`config.mk`:
```
export PLATFORM = sky130hd
export DESIGN_NAME = sipo_frame_capture
export DESIGN_NICKNAME = d
export VERILOG_FILES = /design/src/rtl/sipo_frame_capture_pkg.sv /design/src/rtl/sipo_shifter.sv /design/src/rtl/sipo_frame_capture.sv
export SDC_FILE = /design/constraint.sdc
export NUM_CORES = 1
export LEC_CHECK = 0
export BUFFER_PORTS_ARGS = -buffer_cell sky130_fd_sc_hd__buf_2
export CAP_MARGIN = 10
export CELL_PAD_IN_SITES_DETAIL_PLACEMENT = 1
export CELL_PAD_IN_SITES_GLOBAL_PLACEMENT = 2
export CORE_AREA = 2 2 55 57
export CTS_CLUSTER_DIAMETER = 30
export CTS_CLUSTER_SIZE = 10
export DETAILED_ROUTE_END_ITERATION = 16
export DIE_AREA = 0 0 57 59
export PLACE_DENSITY_LB_ADDON = 0.08
export SLEW_MARGIN = 20
export SYNTH_ARGS = -nofsm -noshare
export SYNTH_HDL_FRONTEND = slang
export SYNTH_SLANG_ARGS = --single-unit
```
`constraint.sdc`:
```
create_clock -name clk -period 1.7 [get_ports clk]
set_input_delay 0.17 -clock clk [delete_from_list [all_inputs] [get_ports clk]]
set_output_delay 0.17 -clock clk [all_outputs]
set_load 0.02 [all_outputs]
```
`src/rtl/sipo_frame_capture_pkg.sv`:
```
// Shared types and defaults for the serial-to-parallel frame capture stage.
package sipo_frame_capture_pkg;

  typedef enum logic {
    IDLE  = 1'b0,
    SHIFT = 1'b1
  } state_e;

  localparam int DEFAULT_WIDTH = 8;

endpackage : sipo_frame_capture_pkg

```
`src/rtl/sipo_shifter.sv`:
```
// WIDTH-bit enabled shift register with selectable direction and synchronous clear.
// Exposes the next-state word so the parent can capture a frame on its final bit.
module sipo_shifter
  import sipo_frame_capture_pkg::*;
#(
  parameter int WIDTH     = DEFAULT_WIDTH,
  parameter bit MSB_FIRST = 1'b1
) (
  input  logic             clk,
  input  logic             reset,
  input  logic             clr,
  input  logic             en,
  input  logic             din,
  output logic [WIDTH-1:0] shift_next
);

  logic [WIDTH-1:0] shift_q;
  logic [WIDTH-1:0] shift_d;

  always_comb begin
    shift_d = shift_q;
    if (clr) begin
      shift_d = '0;
    end else if (en) begin
      shift_d = MSB_FIRST ? {shift_q[WIDTH-2:0], din} : {din, shift_q[WIDTH-1:1]};
    end
  end

  // NOTE: the shift register is reset even though every bit is overwritten per frame;
  // this keeps a mid-frame reset from leaking stale bits into X-pessimistic checks.
  always_ff @(posedge clk or posedge reset) begin
    if (reset) begin
      shift_q <= '0;
    end else begin
      shift_q <= shift_d;
    end
  end

  assign shift_next = shift_d;

endmodule : sipo_shifter

```
`src/rtl/sipo_frame_capture.sv`:
```
// Assembles WIDTH-bit words from a registered serial stream and offers them downstream
// over valid/ready, flagging a sticky overrun when a completed word cannot be held.
module sipo_frame_capture
  import sipo_frame_capture_pkg::*;
#(
  parameter int WIDTH     = DEFAULT_WIDTH,
  parameter bit MSB_FIRST = 1'b1
) (
  input  logic             clk,
  input  logic             reset,
  input  logic             serial_in,
  input  logic             shift_en,
  input  logic             start,
  input  logic             data_ready,
  input  logic             clear_overrun,
  output logic [WIDTH-1:0] data_out,
  output logic             data_valid,
  output logic             busy,
  output logic             overrun
);

  localparam int CNT_W = $clog2(WIDTH);
  localparam logic [CNT_W-1:0] LAST_BIT = CNT_W'(WIDTH - 1);

  state_e           state_q, state_d;
  logic [CNT_W-1:0] count_q, count_d;
  logic [WIDTH-1:0] data_q, data_d;
  logic             valid_q, valid_d;
  logic             overrun_q, overrun_d;

  logic             shifting;
  logic             complete;
  logic [WIDTH-1:0] shift_next;

  // A start strobe always wins over sampling, so a restart never takes a bit that cycle.
  assign shifting = (state_q == SHIFT) && !start && shift_en;
  assign complete = shifting && (count_q == LAST_BIT);

  sipo_shifter #(
    .WIDTH    (WIDTH),
    .MSB_FIRST(MSB_FIRST)
  ) u_shifter (
    .clk       (clk),
    .reset     (reset),
    .clr       (start),
    .en        (shifting),
    .din       (serial_in),
    .shift_next(shift_next)
  );

  // NOTE: every _d gets its hold value first so no path through this block infers a latch.
  always_comb begin
    state_d   = state_q;
    count_d   = count_q;
    data_d    = data_q;
    valid_d   = valid_q;
    overrun_d = overrun_q && !clear_overrun;

    if (start) begin
      state_d = SHIFT;
      count_d = '0;
    end else if (shifting) begin
      if (complete) begin
        state_d = IDLE;
        count_d = '0;
      end else begin
        count_d = count_q + 1'b1;
      end
    end

    if (valid_q && data_ready) begin
      valid_d = 1'b0;
    end

    // A word completing into a full, unaccepted output slot is dropped; set beats clear.
    if (complete) begin
      if (!valid_q || data_ready) begin
        data_d  = shift_next;
        valid_d = 1'b1;
      end else begin
        overrun_d = 1'b1;
      end
    end
  end

  // NOTE: non-blocking assignments here so all flops update from pre-edge values.
  always_ff @(posedge clk or posedge reset) begin
    if (reset) begin
      state_q   <= IDLE;
      count_q   <= '0;
      data_q    <= '0;
      valid_q   <= 1'b0;
      overrun_q <= 1'b0;
    end else begin
      state_q   <= state_d;
      count_q   <= count_d;
      data_q    <= data_d;
      valid_q   <= valid_d;
      overrun_q <= overrun_d;
    end
  end

  assign data_out   = data_q;
  assign data_valid = valid_q;
  assign busy       = (state_q == SHIFT);
  assign overrun    = overrun_q;

endmodule : sipo_frame_capture

```
== Yosys cells after proc, flatten, opt, wreduce, memory -nomap -nowiden ==
Index checks and enable logic that the tools add are counted.

* Memory bits (writable): 0
* Memories kept: 0
* Bits in latches: 0
* ROM bits: 0
* Bits of input ports: 7
* Logic and storage cells: 34
* Register bits after elaboration: 22
* Output and inout port bits: 11

* Eq/ne operators: 1
* Add/sub/neg operators: 1
* Order comparisons: 0
* Shifts and indexed selects: 0
* Reductions and logical operators: 13
* Div/mod/pow operators: 0
* Bitwise logic cells: 0
* $mul: 0
* Mux-type cells: 13

{| class="wikitable"
|+ Operators with widths
! operator !! count
|-
| 2-to-1 mux 8 bit || 2
|-
| 2-to-1 mux 3 bit || 3
|-
| 2-to-1 mux 1 bit || 8
|-
| logical AND 1 bit || 5
|-
| AND reduction 2 bit || 2
|-
| nonzero test 2 bit || 2
|-
| adder 3 x 1 -> 3 bit (second input constant) || 1
|-
| == test 3 bit (second input constant) || 1
|-
| zero test 1 bit || 3
|-
| logical OR 1 bit || 1
|}

== Longest topological paths before layout ==
Gate-level depths: netlist (run 1).

* Depth after elaboration: 7
* Gate-level depth with buffers: 6
* Depth with buffers taken out: 5

== Hierarchy ==
Synthesis (run 1) repeated with hierarchy kept, for this count alone.

* Cell total of the unflattened synthesis: 72
* Area total of the unflattened synthesis: 959.7 um^2

{| class="wikitable"
|+ Modules (own cells, without submodules)
! module !! instances !! area an instance (um^2) !! sequential area each (um^2) !! cells an instance
|-
| sipo_frame_capture || 1 || 630.6 || 350.3 || 45
|-
| sipo_shifter || 1 || 329.1 || 200.2 || 27
|}

== Worst setup path before layout (run 1) ==
No wires, ideal clock.

* Path kind: register to register
* From: reg count_q[0]
* To: reg data_q[0], in the netlist data_out[0]
* Stages on the path, launching flop included: 7
* Period minus slack after synthesis: 1.519 ns
* Buffers on the path: 1
* Setup time: 0.125 ns
* Slack: 0.181 ns
* Required time: 1.575 ns
* Arrival: 1.394 ns
* Cell sequence: dfrtp_1 -> ha_1 -> ha_1 -> nand4b_4 -> nor2b_2 -> buf_6 -> mux2_4

* Word-level cells in the longest chain between the ends: 3

{| class="wikitable"
|+ Ends and longest elaborated chain
! item !! line !! source
|-
| start: declaration || sipo_frame_capture.sv:26 || <nowiki>logic [CNT_W-1:0] count_q, count_d;</nowiki>
|-
| start signal: assignment || sipo_frame_capture.sv:96 || <nowiki>count_q <= count_d;</nowiki>
|-
| == test 3 bit || sipo_frame_capture.sv:37 || <nowiki>assign complete = shifting && (count_q == LAST_BIT);</nowiki>
|-
| logical AND 1 bit || sipo_frame_capture.sv:37 ||
|-
| AND reduction 2 bit (no line) || - ||
|-
| end signal: assignment || sipo_frame_capture.sv:97 || <nowiki>data_q <= data_d;</nowiki>
|-
| end: declaration || sipo_frame_capture.sv:27 || <nowiki>logic [WIDTH-1:0] data_q, data_d;</nowiki>
|}

Every way passes these cells.
A chain may end at the register's enable or synchronous reset.

== Worst setup path in the final report (run 1) ==
* From: reg count_q[0]
* To: reg data_q[1], in the netlist data_out[1]

Same word-level chain as after synthesis.

==> out/summary.txt, run 1 <==
status: complete, no violations
pin count of the biggest net entering global routing: 22
WL/cell: 13.2 um
Max-cap violations: 0
share of layout cells above drive strength 1: 0.371
vias in the first global route: 627
RSZ-0062 raised after global routing: false
critical path endpoint category: flop
Non-Filler Instances: 128
Final Setup Violations: 0
total CTS buffers: 3
clk root buf: clkbuf_4
most frequent cells in the layout: nand2_1 (21), dfrtp_1 (21), buf_2 (17), a21oi_1 (10), mux2_4 (8)
first-pass GRT wire length: 2.90 mm
RR Endpoint: data_out[1]
final worst setup slack: 0.0927 ns
pre-CTS setup slack: 0.0648 ns
Die Wd: 57 um
drt drc: 0
Die Ht: 59 um
Buffers on Ports: 17
fin crit share: 0.945
initial antenna violation count: 0
Fin. Hold Viols: 0
Min-Delay Startpoint: clear_overrun
Cell variety after synth: 17
R2R Setup Slk: 0.09 ns
Remaining Overflow, GRT: 0
Worst Path Max Fanout: 8
initial core utilization: 0.334
GRT Resource Usage Total: 0.116
Max Freq: 622 MHz
total power: 797 uW
clock skew: 0.00850 ns
setup TNS: 0 ns
setup bufs post-CTS: 0
Area Overhead vs Synth: 19.9%
Synth Area per Inst: 11.9 sq um
pwr/cell area: 735 mW/mm^2
Worst Hold Class: in2reg
post-synthesis sequential area ratio: 0.581
nets: 107
Arr. time, crit path: 1.80 ns
Peak VDD IR: 0.324 mV
worst r2r src: count_q[0]
worst-margin pin slew: 0.287 ns
Clock Tree Buf Depth: 2
Post-DP HPWL: 1.15 mm
diode count: 0
Worst Path Required: 1.89 ns
clock sink count: 21
GP Congestion: 0.662
Cells after DPL: 123
Core Region: 0.00271 sq mm
clock-pin slew on the worst setup and hold paths: 0.12 ns
CTS tree: yes
synthesized area: 905 sq um
Min Clock Period, post-route: 1.61 ns
DIE AREA: 0.00336 sq mm
startpoint types: flop
via count: 599
max-slew violations: 0
slew margin rel.: 0.809
initial DRC count: 8
WL final: 1.69 mm
hold depth: 2
DRT Pass-1 Iters: 3
Min-Delay Endpoint: overrun
static leakage power: 0.565 nW
htree depth: 1
FP Rows: 19
final core utilization: 0.400
number of nets still failing antenna checks after routing: 0
syn_nets: 85
Syn Inst Count: 76
clk_lat worst skew: 0.30 ns
Top Ports: 18
R2R cell count: 6
Synthesis Warnings: 0
kind of critical path: reg2reg
DR vias/cell: 4.68
Synth Register Bits: 21
## layer usage
metal,GRT usage,vias to the layer above,share of wire
met3,0.0262,2,0.028
met4,0.0598,0,0.010
li1,-,294,-
met5,0,-,0
met1,0.154,294,0.49
met2,0.177,9,0.47
## cell type report
class | count | area, sq um
Fill cell | 318 | 1630
Sequential cell | 21 | 526
Multi-Input combinational cell | 49 | 355
Timing Repair Buffer | 21 | 130
Tap cell | 31 | 38.8
Clock buffer | 3 | 22.5
Inverter | 2 | 7.51
Clock inverter | 1 | 5.00
## registers in the layout, indices dropped and copies added (netlist names)
name               flops
data_out               8
overrun                1
data_valid             1
busy                   1
count_q                3
u_shifter.shift_q      7
## cell families (layout without fill, tap and decap cells)
kind of cell,after synthesis,after routing,synth area share
and+or+nand+nor,27,27,0.154
DFF,21,21,0.581
AOI/OAI and AO/OA,12,12,0.0705
muxes,8,8,0.133
buffers and inverters,6,27,0.0346
adders and majority gates,2,2,0.0277
## worst max path at each step
stage | start | to | depth (start not counted)
final | count_q[0] | data_out[1] | 6
after global routing | count_q[0] | data_out[1] | 6
after CTS | count_q[0] | data_out[1] | 6
after detailed placement | count_q[0] | data_out[5] | 6
after global placement | count_q[0] | data_out[5] | 6
after floorplan | count_q[0] | data_out[0] | 6
## critical path: stages, from the launching register on
cell,delay [ns]
dfrtp_1,0.39
ha_1,0.15
ha_2,0.23
nand4b_4,0.14
nor2b_4,0.15
buf_12,0.14
mux2_4,0.30
## metrics by stage
stage	instance area (sq um)	hold slack, ns
5_1_grt	1080	0.0224
3_5_place_dp	1040	0.224
2_1_floorplan	905	0.147
6_report	1080	0.0441
3_3_place_gp	1040	0.218
4_1_cts	1080	0.0272
## what timing repair did
action / CTS / global route
endpoints found under the setup margin: 0 / 8
resized for setup: 0 / 2
hold buffers: 1 / 0
endpoints found under the hold margin: 21 / 0
## synthesized netlist by cell type
| cell | number | area share |
|---|---|---|
| nand3b_1 | 1 | 0.0083 |
| buf_6 | 1 | 0.012 |
| nor2b_2 | 1 | 0.0097 |
| clkbuf_1 | 2 | 0.0083 |
| buf_2 | 1 | 0.0055 |
| o22ai_1 | 1 | 0.0069 |
| or3_1 | 1 | 0.0069 |
| mux2_4 | 8 | 0.13 |
| a21o_1 | 1 | 0.0083 |
| inv_1 | 2 | 0.0083 |
| nand2b_1 | 1 | 0.0069 |
| nand2_1 | 21 | 0.087 |
| ha_1 | 2 | 0.028 |
| nand4b_4 | 1 | 0.026 |
| dfrtp_1 | 21 | 0.58 |
| a21oi_1 | 10 | 0.055 |
| and2_2 | 1 | 0.0083 |
## power by group
part / total (mW) / internal (mW) / switching [mW]
registers: 0.510 / 0.506 / 0.00419
clock network: 0.238 / 0.0875 / 0.151
logic: 0.0496 / 0.0183 / 0.0313
total: 0.797 / 0.611 / 0.186
Power figures use the tool's default switching activity.
==> run 2: changes to the inputs <==
CELL_PAD_IN_SITES_GLOBAL_PLACEMENT = 1   (was 2)
CORE_AREA = 2 2 51 53   (was 2 2 55 57)
DIE_AREA = 0 0 53 55   (was 0 0 57 59)
==> run 2 against run 1 <==
  * Clock-buffer cell count rose by 1
  * Clock skew fell by 0.0020 ns
  * Sequential share of layout area rose by 0.11 points
  * Utilization rose by 5.7 points
  * First-iteration DRC count fell by 38%
  * Die area fell by 13%
  * Clock power barely moved
  * Sequential power barely moved
  * Via count fell by 0.17%
  * Global-route usage rose by 2.5 points
  * Sequential cell count did not move
  * Largest power group unchanged
==> out/summary.txt, run 2 (same netlist as run 1, synthesis figures left out) <==
clk root buf: clkbuf_4
Arr. time, crit path: 1.79 ns
Core Region: 0.00236 sq mm
final core utilization: 0.458
initial antenna violation count: 0
total CTS buffers: 3
DRT Pass-1 Iters: 2
Worst Hold Class: in2reg
drt drc: 0
diode count: 0
setup bufs post-CTS: 0
Final Setup Violations: 0
Max-cap violations: 0
Buffers on Ports: 17
Die Ht: 55 um
worst-margin pin slew: 0.272 ns
max-slew violations: 0
kind of critical path: reg2reg
htree depth: 1
Max Freq: 624 MHz
Remaining Overflow, GRT: 0
GP Congestion: 0.665
share of layout cells above drive strength 1: 0.361
CTS tree: yes
Cells after DPL: 122
DR vias/cell: 4.71
number of nets still failing antenna checks after routing: 0
hold_ws: 0.0579 ns
clock skew: 0.00646 ns
DIE AREA: 0.00292 sq mm
most frequent cells in the layout: nand2_1 (21), dfrtp_1 (21), buf_2 (17), a21oi_1 (10), mux2_4 (8)
pin count of the biggest net entering global routing: 22
Min-Delay Endpoint: overrun
GRT Resource Usage Total: 0.141
Peak VDD IR: 0.405 mV
Worst Path Max Fanout: 8
Die Wd: 53 um
critical path endpoint category: flop
via count: 598
nets: 107
WL/cell: 13.2 um
Min Clock Period, post-route: 1.60 ns
clock sink count: 21
clk_lat worst skew: 0.30 ns
Non-Filler Instances: 127
fin crit share: 0.942
FP Rows: 18
static leakage power: 0.562 nW
R2R cell count: 6
R2R Setup Slk: 0.1 ns
initial DRC count: 5
Top Ports: 18
clock-pin slew on the worst setup and hold paths: 0.12 ns
startpoint types: flop
RSZ-0062 raised after global routing: false
Worst Path Required: 1.89 ns
slew margin rel.: 0.819
initial core utilization: 0.383
setup TNS: 0 ns
hold depth: 2
Fin. Hold Viols: 0
first-pass GRT wire length: 2.86 mm
Clock Tree Buf Depth: 2
pwr/cell area: 734 mW/mm^2
Min-Delay Startpoint: clear_overrun
Area Overhead vs Synth: 19.6%
Post-DP HPWL: 1.17 mm
vias in the first global route: 630
worst r2r src: count_q[0]
status: complete, no violations
RR Endpoint: data_out[5]
WL final: 1.68 mm
filler instances: 268
max reg flops: 8
## run 2: changes by cell type in the layout (fill, tap and decap cells not counted), sizes merged
cell | before | now
clkbuf | 3 | 4
clkinv | 1 | 0
## run 2: power breakdown
part	switching (mW)	internal, mW
logic	0.0304	0.0183
clock network	0.145	0.0913
registers	0.00419	0.505
## run 2: timing repair
action / CTS / global route
endpoints found under the setup margin: 0 / 8
hold buffers: 1 / 0
resized for setup: 0 / 2
hold endpoints to repair: 21 / 0
## run 2: how the worst max path moves through the flow
stage               startpoint  slack, ns  depth (start not counted)     endpoint
global placement    count_q[0]       0.10                          6  data_out[5]
detailed placement  count_q[0]       0.05                          6  data_out[5]
finish              count_q[0]        0.1                          6  data_out[5]
CTS                 count_q[0]       0.02                          6  data_out[5]
global route        count_q[0]       0.01                          6  data_out[2]
floorplan           count_q[0]       0.18                          6  data_out[0]
## run 2: cell type report
type	instances	area [sq um]	share of cell area
inverters	2	7.51	0.00694
repair buffers	21	130	0.120
flip-flops and latches	21	526	0.486
clock buffers	4	26.3	0.0243
well taps	30	37.5	0.0347
multi-input cells	49	355	0.328
## run 2: routing by layer
metal	track usage	share of wire	vias up
met1	0.173	0.45	295
met2	0.238	0.51	9
met4	0.0769	0.0060	0
met5	0	0	-
li1	-	-	292
met3	0.0242	0.034	2
## run 2: stage by stage
stage          setup WS (ns)  total power [mW]  cell area, sq um
6_report              0.0981             0.794              1080
5_1_grt               0.0119             0.842              1080
4_1_cts               0.0200             0.813              1070
3_5_place_dp          0.0488             0.569              1040
3_3_place_gp           0.105             0.568              1040
2_1_floorplan          0.181             0.547               905
## run 2: worst max-delay path, cell delays in order (launching register included)
cell,delay [ns]
dfrtp_1,0.38
ha_1,0.15
ha_2,0.22
nand4b_4,0.14
nor2b_4,0.15
buf_12,0.14
mux2_4,0.30
==> run 3: changes to the inputs <==
--- a/config.mk
+++ b/config.mk
@@ -10,9 +10,9 @@
 export CELL_PAD_IN_SITES_DETAIL_PLACEMENT = 1
 export CELL_PAD_IN_SITES_GLOBAL_PLACEMENT = 1
-export CORE_AREA = 2 2 51 53
+export CORE_AREA = 2 2 50 52
 export CTS_CLUSTER_DIAMETER = 30
 export CTS_CLUSTER_SIZE = 10
 export DETAILED_ROUTE_END_ITERATION = 16
-export DIE_AREA = 0 0 53 55
+export DIE_AREA = 0 0 52 54
 export PLACE_DENSITY_LB_ADDON = 0.08
 export SLEW_MARGIN = 20
==> constraint.sdc (replaced) <==
create_clock -name clk -period 1.7 [get_ports clk]
set_input_delay 0.255 -clock clk [delete_from_list [all_inputs] [get_ports clk]]
set_output_delay 0.255 -clock clk [all_outputs]
set_load 0.02 [all_outputs]
==> run 3 against run 2 <==
  * Final cell count unchanged
  * Critical path depth unchanged
  * Clock power grew 2%
  * Setup slack got worse by 0.050 ns
  * First-iteration DRC count is 40% lower
  * Sequential cell count did not move
  * Fmax down 3.0%
  * Largest cell class unchanged
  * Sequential power about the same
  * Clock-buffer cell count stayed put
  * Register-to-register slack got worse by 0.05 ns
==> out/summary.txt, run 3 (same netlist as run 1, synthesis figures left out) <==
Die Ht: 54 um
DRT Pass-1 Iters: 2
post-route cell area: 0.00109 sq mm
clock-pin slew on the worst setup and hold paths: 0.12 ns
Post-DP HPWL: 1.31 mm
DIE AREA: 0.00281 sq mm
switching part of the total power: 0.232
pwr/cell area: 733 mW/mm^2
CP startpoint: count_q[0]
RR Endpoint: data_out[0]
R2R cell count: 6
Arr. time, crit path: 1.84 ns
Worst Path Required: 1.89 ns
clock skew: 0.00873 ns
hold depth: 2
CTS tree: yes
nets: 107
GP Congestion: 0.705
Worst Path Max Fanout: 8
initial DRC count: 3
kind of critical path: reg2reg
Psw: 186 uW
Buffers on Ports: 17
number of nets still failing antenna checks after routing: 0
Clock Tree Buf Depth: 2
Final Setup Violations: 0
Remaining Overflow, GRT: 0
fin crit share: 0.972
placed cell area: 0.00104 sq mm
Die Wd: 52 um
Fin. Hold Viols: 0
clk root buf: clkbuf_4
most frequent cells in the layout: nand2_1 (21), dfrtp_1 (21), buf_2 (17), a21oi_1 (10), mux2_4 (8)
Internal Power: 615 uW
Top Ports: 18
total power: 801 uW
critical path endpoint category: flop
Area Overhead vs Synth: 20.7%
DR vias/cell: 4.87
Min-Delay Endpoint: overrun
R2R Setup Slk: 0.05 ns
WL/cell: 14.3 um
max-slew violations: 0
share of layout cells above drive strength 1: 0.361
clk_lat worst skew: 0.30 ns
first-pass GRT wire length: 2.82 mm
pin count of the biggest net entering global routing: 22
RSZ-0062 raised after global routing: false
Max Freq: 605 MHz
total CTS buffers: 3
GRT Resource Usage Total: 0.142
Worst Hold Class: in2reg
drt drc: 0
FP Rows: 18
worst-margin pin slew: 0.274 ns
via count: 619
status: complete, no violations
clock sink count: 21
Clk pwr share: 0.300
WL final: 1.82 mm
Peak VDD IR: 0.497 mV
initial antenna violation count: 0
diode count: 0
worst r2r src: count_q[0]
setup TNS: 0 ns
Sequential Power Share: 0.638
htree depth: 1
Min-Delay Startpoint: clear_overrun
initial core utilization: 0.390
Logic pwr share: 0.063
static leakage power: 0.562 nW
startpoint types: flop
Min Clock Period, post-route: 1.65 ns
Core Region: 0.00232 sq mm
slew margin rel.: 0.818
Max-cap violations: 0
vias in the first global route: 634
max reg flops: 8
## run 3: cell counts in the layout (fill, tap and decap cells not counted)
No cell type changed its count.
## run 3: worst max path at each step
stage | slack, ns | cells after the start | endpoint
after floorplan | 0.18 | 6 | data_out[0]
after global placement | 0.11 | 6 | data_out[0]
after detailed placement | 0.02 | 6 | data_out[0]
after CTS | 0.01 | 6 | data_out[0]
after global routing | 0.02 | 6 | data_out[0]
final | 0.05 | 6 | data_out[0]
## run 3: layer usage
metal | GRT usage | share of wire | up-vias
met5 | 0 | 0 | -
met4 | 0.0526 | 0.0066 | 0
met3 | 0.0417 | 0.043 | 2
met2 | 0.234 | 0.50 | 16
met1 | 0.176 | 0.45 | 308
li1 | - | - | 293
## run 3: power groups by stage
stage | Sequential, mW | Combinational [mW] | Clock (mW)
after floorplan | 0.519 | 0.0286 | 0
after global placement | 0.519 | 0.0491 | 0
after detailed placement | 0.520 | 0.0501 | 0
after CTS | 0.510 | 0.0516 | 0.249
after global routing | 0.511 | 0.0573 | 0.273
final | 0.511 | 0.0504 | 0.240
## run 3: critical path: stages (launching register included)
cell and delay [ns]:
dfrtp_1 0.41, ha_1 0.21, ha_4 0.17, nand4b_4 0.14, nor2b_4 0.16, buf_12 0.15, mux2_4 0.30
## run 3: cell type report
cell class / instances / area (sq um)
Clock buffer: 4 / 26.3
Timing Repair Buffer: 21 / 130
Multi-Input combinational cell: 49 / 365
Fill cell: 263 / 1230
Sequential cell: 21 / 526
Inverter: 2 / 7.51
Tap cell: 30 / 37.5
## run 3: repair_timing
action                                  CTS  global route
endpoints found under the setup margin    8             8
pin swaps                                 0             0
hold buffers                              1             0
hold endpoints to repair                 21             0
resized for setup                         1             2
buffers inserted                          0             0
## run 3: through the flow
step,cells,utilization,worst slack (ns),hold WS (ns)
floorplan,76,-,0.181,0.232
global placement,122,0.448,0.113,0.298
detailed placement,122,0.448,0.0178,0.306
CTS,127,0.464,0.00980,0.118
global route,127,0.471,0.0169,0.116
finish,127,0.471,0.0482,0.131
